`src/rtl/ps2_key_sequencer.sv`:
```
// PS/2 byte stream to Q/W/E/R key events with prefix tracking, held-key bitmap and show-ahead FIFO.
// Optional macro PS2_BREAK_EVENTS_EN: also queue release events for keys that were held.
module ps2_key_sequencer #(
   parameter int unsigned DEPTH_LOG2     = 2,
   parameter int unsigned TIMEOUT_CYCLES = 50000,
   parameter int unsigned CNT_W          = 16
) (
   input  logic                  inclock,
   input  logic                  resetn,
   input  logic [7:0]            ps2_key_data,
   input  logic                  ps2_key_pressed,
   input  logic                  key_ack,
   input  logic                  clr_overflow,
   output logic                  key_valid,
   output logic [7:0]            key_code,
   output logic                  key_is_break,
   output logic [3:0]            key_held,
   output logic [DEPTH_LOG2:0]   fifo_count,
   output logic                  overflow,
   output logic [1:0]            seq_state
);

   localparam int unsigned DEPTH = 1 << DEPTH_LOG2;
   localparam int unsigned CW    = DEPTH_LOG2 + 1;

   typedef enum logic [1:0] {
      S_IDLE    = 2'd0,
      S_BRK     = 2'd1,
      S_EXT     = 2'd2,
      S_EXT_BRK = 2'd3
   } state_t;

   state_t                state;
   logic [CNT_W-1:0]      tmo_cnt;
   logic [7:0]            code_mem [DEPTH];
   logic [DEPTH_LOG2-1:0] wr_ptr;
   logic [DEPTH_LOG2-1:0] rd_ptr;
   logic [CW-1:0]         count;

   logic       hit_c;
   logic [1:0] idx_c;
   logic [7:0] ascii_c;
   logic       make_c, brk_c, push_c, pop_c, full_c, wr_en_c, drop_c;

   // Scancode to key index / ASCII lookup
   always_comb begin
      hit_c   = 1'b1;
      idx_c   = 2'd0;
      ascii_c = 8'h00;
      case (ps2_key_data)
         8'h15:   begin idx_c = 2'd0; ascii_c = 8'h51; end
         8'h1D:   begin idx_c = 2'd1; ascii_c = 8'h57; end
         8'h24:   begin idx_c = 2'd2; ascii_c = 8'h45; end
         8'h2D:   begin idx_c = 2'd3; ascii_c = 8'h52; end
         default: hit_c = 1'b0;
      endcase
   end

   assign make_c = ps2_key_pressed && (state == S_IDLE) && hit_c
                   && (ps2_key_data != 8'hF0) && (ps2_key_data != 8'hE0);
   assign brk_c  = ps2_key_pressed && (state == S_BRK) && hit_c;

`ifdef PS2_BREAK_EVENTS_EN
   assign push_c = (make_c && !key_held[idx_c]) || (brk_c && key_held[idx_c]);
`else
   assign push_c = make_c && !key_held[idx_c];
`endif

   assign pop_c   = key_ack && key_valid;
   assign full_c  = (count == CW'(DEPTH));
   assign wr_en_c = push_c && (!full_c || pop_c);
   assign drop_c  = push_c && full_c && !pop_c;

   // Prefix state machine, idle timeout and held-key bitmap
   always_ff @(posedge inclock or negedge resetn) begin
      if (!resetn) begin
         state    <= S_IDLE;
         tmo_cnt  <= '0;
         key_held <= '0;
      end else begin
         if (ps2_key_pressed) begin
            tmo_cnt <= '0;
            case (state)
               S_IDLE: begin
                  if (ps2_key_data == 8'hF0)      state <= S_BRK;
                  else if (ps2_key_data == 8'hE0) state <= S_EXT;
               end
               S_BRK:     state <= S_IDLE;
               S_EXT:     state <= (ps2_key_data == 8'hF0) ? S_EXT_BRK : S_IDLE;
               S_EXT_BRK: state <= S_IDLE;
            endcase
         end else if (state != S_IDLE) begin
            if (tmo_cnt == CNT_W'(TIMEOUT_CYCLES - 1)) begin
               state   <= S_IDLE;
               tmo_cnt <= '0;
            end else begin
               tmo_cnt <= tmo_cnt + CNT_W'(1);
            end
         end else begin
            tmo_cnt <= '0;
         end
         if (make_c) key_held[idx_c] <= 1'b1;
         if (brk_c)  key_held[idx_c] <= 1'b0;
      end
   end

`ifdef PS2_BREAK_EVENTS_EN
   logic brk_mem [DEPTH];

   always_ff @(posedge inclock or negedge resetn) begin
      if (!resetn) begin
         for (int i = 0; i < int'(DEPTH); i++) brk_mem[i] <= 1'b0;
      end else if (wr_en_c) begin
         brk_mem[wr_ptr] <= brk_c;
      end
   end

   assign key_is_break = brk_mem[rd_ptr];
`else
   assign key_is_break = 1'b0;
`endif

   // Event FIFO; a push into a full FIFO is accepted when the head pops in the same cycle
   always_ff @(posedge inclock or negedge resetn) begin
      if (!resetn) begin
         wr_ptr   <= '0;
         rd_ptr   <= '0;
         count    <= '0;
         overflow <= 1'b0;
         for (int i = 0; i < int'(DEPTH); i++) code_mem[i] <= 8'h00;
      end else begin
         if (wr_en_c) begin
            code_mem[wr_ptr] <= ascii_c;
            wr_ptr           <= wr_ptr + DEPTH_LOG2'(1);
         end
         if (pop_c) rd_ptr <= rd_ptr + DEPTH_LOG2'(1);
         if (wr_en_c && !pop_c)      count <= count + CW'(1);
         else if (!wr_en_c && pop_c) count <= count - CW'(1);
         if (drop_c)            overflow <= 1'b1;
         else if (clr_overflow) overflow <= 1'b0;
      end
   end

   assign key_valid  = (count != '0);
   assign key_code   = code_mem[rd_ptr];
   assign fifo_count = count;
   assign seq_state  = state;

endmodule
```
`config.mk`:
```
export PLATFORM = sky130hd
export DESIGN_NAME = ps2_key_sequencer
export DESIGN_NICKNAME = d
export VERILOG_FILES = /design/src/rtl/ps2_key_sequencer.sv
export SDC_FILE = /design/constraint.sdc
export NUM_CORES = 1
export LEC_CHECK = 0
export ABC_AREA = 0
export CAP_MARGIN = 15
export CORE_ASPECT_RATIO = 1.2
export CORE_MARGIN = 2
export CORE_UTILIZATION = 35
export DETAILED_ROUTE_END_ITERATION = 7
export PLACE_DENSITY = 0.53
export SLEW_MARGIN = 5
export SYNTH_ARGS = -nofsm -noshare
export SYNTH_HDL_FRONTEND = slang
export SYNTH_SLANG_ARGS = --single-unit
```
`constraint.sdc`:
```
create_clock -name inclock -period 2.9 [get_ports inclock]
set_input_delay 0.435 -clock inclock [delete_from_list [all_inputs] [get_ports inclock]]
set_output_delay 0.435 -clock inclock [all_outputs]
set_load 0.01 [all_outputs]
```
== Word level (Yosys, flattened, before mapping) ==
Index checks and enable logic that the tools add are counted.

* Add/subtract/negate cells: 5
* Order comparisons: 5
* Bitwise gates (word level): 5
* Eq/ne operators: 14
* Muxes and demuxes: 29
* Reduce and logical (&&, ||, !) cells: 30

{| class="wikitable"
|+ Operator list
! operator !! number
|-
| 2-to-1 mux 16 bit || 3
|-
| bitwise mux 32 bit || 1
|-
| one-hot mux 7 bit (4 select lines) || 1
|-
| 2-to-1 mux 8 bit || 3
|-
| adder 16 x 1 -> 16 bit (second input constant) || 1
|-
| binary-select mux 8 bit (select 2 bit) || 1
|-
| demux 8 bit (select 2 bit) || 1
|-
| equality test 16 bit (second input constant) || 1
|-
| equality test 8 x 5 -> 1 bit (second input constant) || 2
|-
| equality test 8 x 6 -> 1 bit (second input constant) || 2
|-
| equality test 8 bit (second input constant) || 2
|-
| != test 8 bit (second input constant) || 2
|-
| logical AND 1 bit || 15
|-
| 2-to-1 mux 2 bit || 6
|-
| one-hot mux 2 bit (3 select lines) || 2
|-
| nonzero test 2 bit || 5
|-
| 2-to-1 mux 4 bit || 2
|-
| >= comparator 3 bit (second input constant) || 2
|-
| 2-to-1 mux 3 bit || 2
|-
| NOT 2 -> 3 bit || 2
|-
| 2-to-1 mux 1 bit || 5
|-
| adder 2 x 1 -> 2 bit (second input constant) || 2
|-
| bitwise AND 4 bit || 1
|-
| equality test 2 bit (second input constant) || 2
|-
| 19 further kinds || 22
|}

* Bits of input ports: 13
* Word-level logic and storage cells: 99
* Register bits after elaboration: 62
* Output and inout bits: 20

== Depth between registers and ports, before layout ==
Gate-level depths: netlist of the first run.

* Depth after elaboration: 12
* Depth in mapped cells: 11
* Mapped depth without buffers: 10

== Least setup slack after synthesis of the first run ==
No wires, ideal clock.

* Path kind: input -> register
* From: input ps2_key_data[3]
* To: register count[2] (netlist: fifo_count[2])
* Library setup time: 79 ps
* Buffers on the path: 1
* Arrival: 2,654 ps
* Required time: 2,821 ps
* Stages on the path: 11
* Path slack: 167 ps
* Cells stage by stage: buf_4 -> xor2_1 -> a2111oi_4 -> nand3_4 -> nor4_1 -> ha_1 -> inv_1 -> fa_1 -> xor2_1 -> nor2_1 -> xor2_1

* Longest elaborated chain between the ends: 11
* Elaborated cells between the ends (all ways): 22
* Classes of those cells: eq/ne (6); mux (5); reduce/logical (11)

{| class="wikitable"
|+ RTL lines
! what !! RTL line !! RTL
|-
| from (decl) || 10 || <nowiki>input logic [7:0] ps2_key_data,</nowiki>
|-
| branches (longest 6 deep; another with equality test 8 x 6 -> 1 bit) || -- ||
|-
| logical AND 1 bit (*) || 66 || <nowiki>assign push_c = make_c && !key_held[idx_c];</nowiki>
|-
| logical AND 1 bit (*) || 71 || <nowiki>assign wr_en_c = push_c && (!full_c || pop_c);</nowiki>
|-
| via wr_en_c || 43 || <nowiki>logic make_c, brk_c, push_c, pop_c, full_c, wr_en_c, drop_c;</nowiki>
|-
| zero test 1 bit || 138 || <nowiki>else if (!wr_en_c && pop_c) count <= count - CW'(1);</nowiki>
|-
| logical AND 1 bit || 138 ||
|-
| nonzero test 2 bit (no line) || -- ||
|-
| to (signal assigned) || 137 || <nowiki>if (wr_en_c && !pop_c) count <= count + CW'(1);</nowiki>
|-
| to (signal assigned) || 138 ||
|-
| to (decl) || 38 || <nowiki>logic [CW-1:0] count;</nowiki>
|}

Mark *: on every way through the listed nets, which the timed path passes. The select of a mux whose other input is x is not followed.
A chain may end at the register's enable or synchronous reset.

== Final worst setup path of the first run ==
* From: input ps2_key_data[7]
* To: register count[2] (netlist: fifo_count[2])

Same word-level chain as after synthesis.

==> results of run 1 <==
sequential cells by signal, indices dropped and copies added, names as in the netlist:
signal / count
code_mem: 20
tmo_cnt: 16
key_held: 4
fifo_count: 3
rd_ptr: 2
seq_state: 2
wr_ptr: 2
overflow: 1
layout make-up:
type / count / area, um2 / share of cell area (%)
Tap cell: 90 / 113 / 3.29
Inverter: 10 / 37.5 / 1.10
Clock buffer: 6 / 82.6 / 2.41
Clock inverter: 2 / 60.1 / 1.76
Timing Repair Buffer: 58 / 510 / 14.9
Sequential cell: 50 / 1250 / 36.6
Multi-Input combinational cell: 164 / 1370 / 39.9
cells by family after synthesis:
group	Yosys count
AOI/OAI and AO/OA	18
xor gates and xnor gates	21
adders and majority gates	7
buffers and inverters	19
DFF	50
muxes	23
other	1
and+or+nand+nor	91
worst max-delay path: stages:
cell and delay [ns]:
clkdlybuf4s50_1 0.46, nor4bb_1 0.18, buf_4 0.13, a311o_1 0.33, nor4_4 0.30, buf_4 0.15, ha_2 0.16, inv_1 0.06
fa_2 0.34, xor2_1 0.16, nor2_1 0.14, xor2_1 0.14
power by group through the flow:
stage / combinational, uW / clock, uW / sequential (uW)
2_1_floorplan: 248 / 0 / 825
3_3_place_gp: 377 / 0 / 871
3_5_place_dp: 381 / 0 / 872
4_1_cts: 386 / 617 / 858
5_1_grt: 432 / 647 / 874
6_report: 388 / 602 / 855
metrics by stage:
stage | area [um2] | utilization, % | hold slack (ns) | setup slack (ns) | total power (uW)
final | 3420 | 46.7 | 0.122 | 0.139 | 1850
after global routing | 3420 | 46.7 | 0.166 | -0.0109 | 1950
after CTS | 3380 | 46.2 | 0.137 | 0.0721 | 1860
after detailed placement | 3220 | 44.0 | 0.452 | -0.357 | 1250
after global placement | 3220 | 44.0 | 0.446 | -0.306 | 1250
after floorplan | 2670 | - | 0.139 | 0.167 | 1070
routing by layer:
layer	track usage [%]	routed length (um)	vias up
li1	-	-	917
met1	19.4	2680	927
met2	24.7	2670	27
met3	2.66	158	5
met4	5.58	96	0
met5	0	0	-
worst paths after layout:
kind	from	to	slack [ns]	depth (start not counted)
max	ps2_key_data[7]	fifo_count[2]$_DFFE_PN0P_	0.14	12
min	resetn	key_held[1]$_DFF_PN0_	0.12	1
max reg2reg	seq_state[0]$_DFFE_PN0P_	fifo_count[2]$_DFFE_PN0P_	0.36	10
min reg2reg	code_mem[14]$_DFFE_PN0P_	code_mem[14]$_DFFE_PN0P_	0.47	1
max in group asynchronous	resetn	code_mem[28]$_DFFE_PN0P_	2.14	2
min in group inclock	code_mem[14]$_DFFE_PN0P_	code_mem[14]$_DFFE_PN0P_	0.47	1
cells in the final DEF (no fill, tap or decap), drive strengths merged, types with 4 or more instances in the layout:
| master | instances |
|---|---|
| dfrtp | 50 |
| buf | 31 |
| nor2 | 29 |
| clkdlybuf4s50 | 23 |
| mux2 | 18 |
| nand2 | 12 |
| xnor2 | 12 |
| inv | 10 |
| nand3 | 10 |
| xor2 | 9 |
| nor3 | 7 |
| nor4 | 7 |
| clkbuf | 6 |
| ha | 6 |
| mux4 | 5 |
| conb | 4 |
| or2 | 4 |
what timing repair did:
| item | in CTS | in global routing |
|---|---|---|
| pin swaps | 1 | 6 |
| endpoints found under the hold margin | 0 | 0 |
| setup buffers | 0 | 1 |
| gates resized for setup | 5 | 8 |
| setup endpoints to repair | 1 | 1 |
| hold buffers | 0 | 0 |
| gates cloned | 0 | 0 |
==> metrics.csv, run 1 <==
stage,metric,value,unit
status,status,finished clean,
clock_tree,CTS root buffer,clkbuf_8,
logic_synthesis,Yosys top cell area share,47.0,%
logic_synthesis,XOR/XNOR share of the synthesized area,6.91,%
global_routing,aggregate global routing overflow,0,
placed_design,Port Buffers,28,
sta,minimum clock period,2.76,ns
logic_synthesis,Compound-Gate Fraction of Synth Area,6.11,%
logic_synthesis,Mapped Cells,230,
final_layout,nets@finish,309,
detailed_routing,drt via density,4.94,
setup_path,Worst setup SP type,input port,
final_layout,Final Non-Filler Cells,380,
power,Reg power frac,46.3,%
sta,setup_tns,0,ns
power,Pwr per Cell Area,540,nW/um2
logic_synthesis,Post-Synth Adder-Cell Area,3.57,%
setup_path,WS Path Type,in -> reg,
logic_synthesis,largest area contributor in the netlist,dfrtp_1,
die,Die X-Extent,83.6,um
sta,final hold vios,0,
logic_synthesis,Post-synth EDFFs,0,
global_routing,Tot GR Track Use,14.9,%
sta,Max Slew Vio Count,0,
final_layout,Area growth syn-to-layout,28.5,%
logic_synthesis,Cell variety after synth,52,
sta,Final period util,95.2,%
sta,Fmax achieved,362,MHz
setup_path,Setup crit end kind,register,
die,starting density of the core,36.4,%
die,num ports,33,
detailed_routing,WL final,5600,um
setup_path,CP required,3.13,ns
logic_synthesis,largest family of logic cells by synthesized area,simple AND/OR/NAND/NOR gates,
sta,slew margin rel.,60.2,%
setup_path,"Max FO, Critical Path",3,
sta,Final setup viols,0,
power,Int Power,1340,uW
detailed_routing,via count,1876,
sta,skew final,0.0125,ns
logic_synthesis,mean post-synth cell area,11.6,um2
setup_path,Crit path arrival time,2.99,ns
clock_tree,CTS max path bufs,2,
clock_tree,CTS Buf Count,5,
final_layout,Antenna Cells,0,
die,die area,8320,um2
logic_synthesis,post-synthesis simple-gate area fraction,20.7,%
clock_tree,CTS tree,built,
logic_synthesis,multiplexer area fraction after synthesis,11.8,%
global_routing,first-pass GRT wire length,9920,um
clock_tree,CTS clock-pin slew for the worst setup and hold paths,0.10,ns
logic_synthesis,Async SR Flop Fraction,100,%
final_layout,share of cells above drive strength 1,27.6,%
clock_tree,Clock Latency Late Sink,0.31,ns
power,sw frac,27.3,%
power,"IR drop worst, VDD",0.332,mV
logic_synthesis,prevailing post-synth register cell,dfrtp_1,
sta,worst-margin pin slew,0.591,ns
clock_tree,H-tree depth,2,
logic_synthesis,register area share after synthesis,47.0,%
logic_synthesis,Seq cells post-synth,50,
power,part of the power in combinational logic,21.0,%
run,Max Cap Violations,0,
global_routing,initial antenna violation count,0,
logic_synthesis,synth warn,0,
global_routing,vias in the first global route,2061,
die,num rows,34,
detailed_routing,Iter 0 DRT Violations,64,
detailed_routing,drt first pass iters,5,
final_layout,Fill cells,724,
logic_synthesis,most frequent cell after synthesis,dfrtp_1,
logic_synthesis,list of most frequent post-synthesis cells,"dfrtp_1 (50), nor2_1 (29), mux2_2 (17)",
detailed_routing,antenna-violating nets left,0,
clock_tree,CTS Sinks,50,
global_routing,largest net degree at the start of global routing,28,
placed_design,GP Congestion,0.720,
detailed_routing,WL/cell,14.7,um
worst_hold_path,Worst Hold Class,in -> async,
detailed_routing,residual DRC count,0,
die,Chip Height,99.5,um
placed_design,Final HPWL DP,4060,um
placed_design,Post-Place Cells,371,
power,Clk network pwr share,32.6,%
power,sw power,503,uW
power,Lkg Pwr,0.00149,uW
die,core area,7320,um2
logic_synthesis,Syn Std Cell Area,2660,um2
logic_synthesis,"top cells by area, synth","dfrtp_1 (47%), mux2_2 (7.2%), mux4_2 (4.2%)",
No activity file was read; power rests on OpenSTA's default activity.
==> run 2: changes to the inputs <==
==> constraint.sdc (replaced) <==
create_clock -name inclock -period 2.9 [get_ports inclock]
set_input_delay 0.435 -clock inclock [delete_from_list [all_inputs] [get_ports inclock]]
set_output_delay 0.435 -clock inclock [all_outputs]
set_load 0.05 [all_outputs]
==> results of run 2 <==
Same layout as run 1 (identical final DEF). Status: finished clean.
Among the figures that moved: total power 1850 uW -> 1970 uW; worst IR drop on VDD 0.332 mV -> 0.351 mV
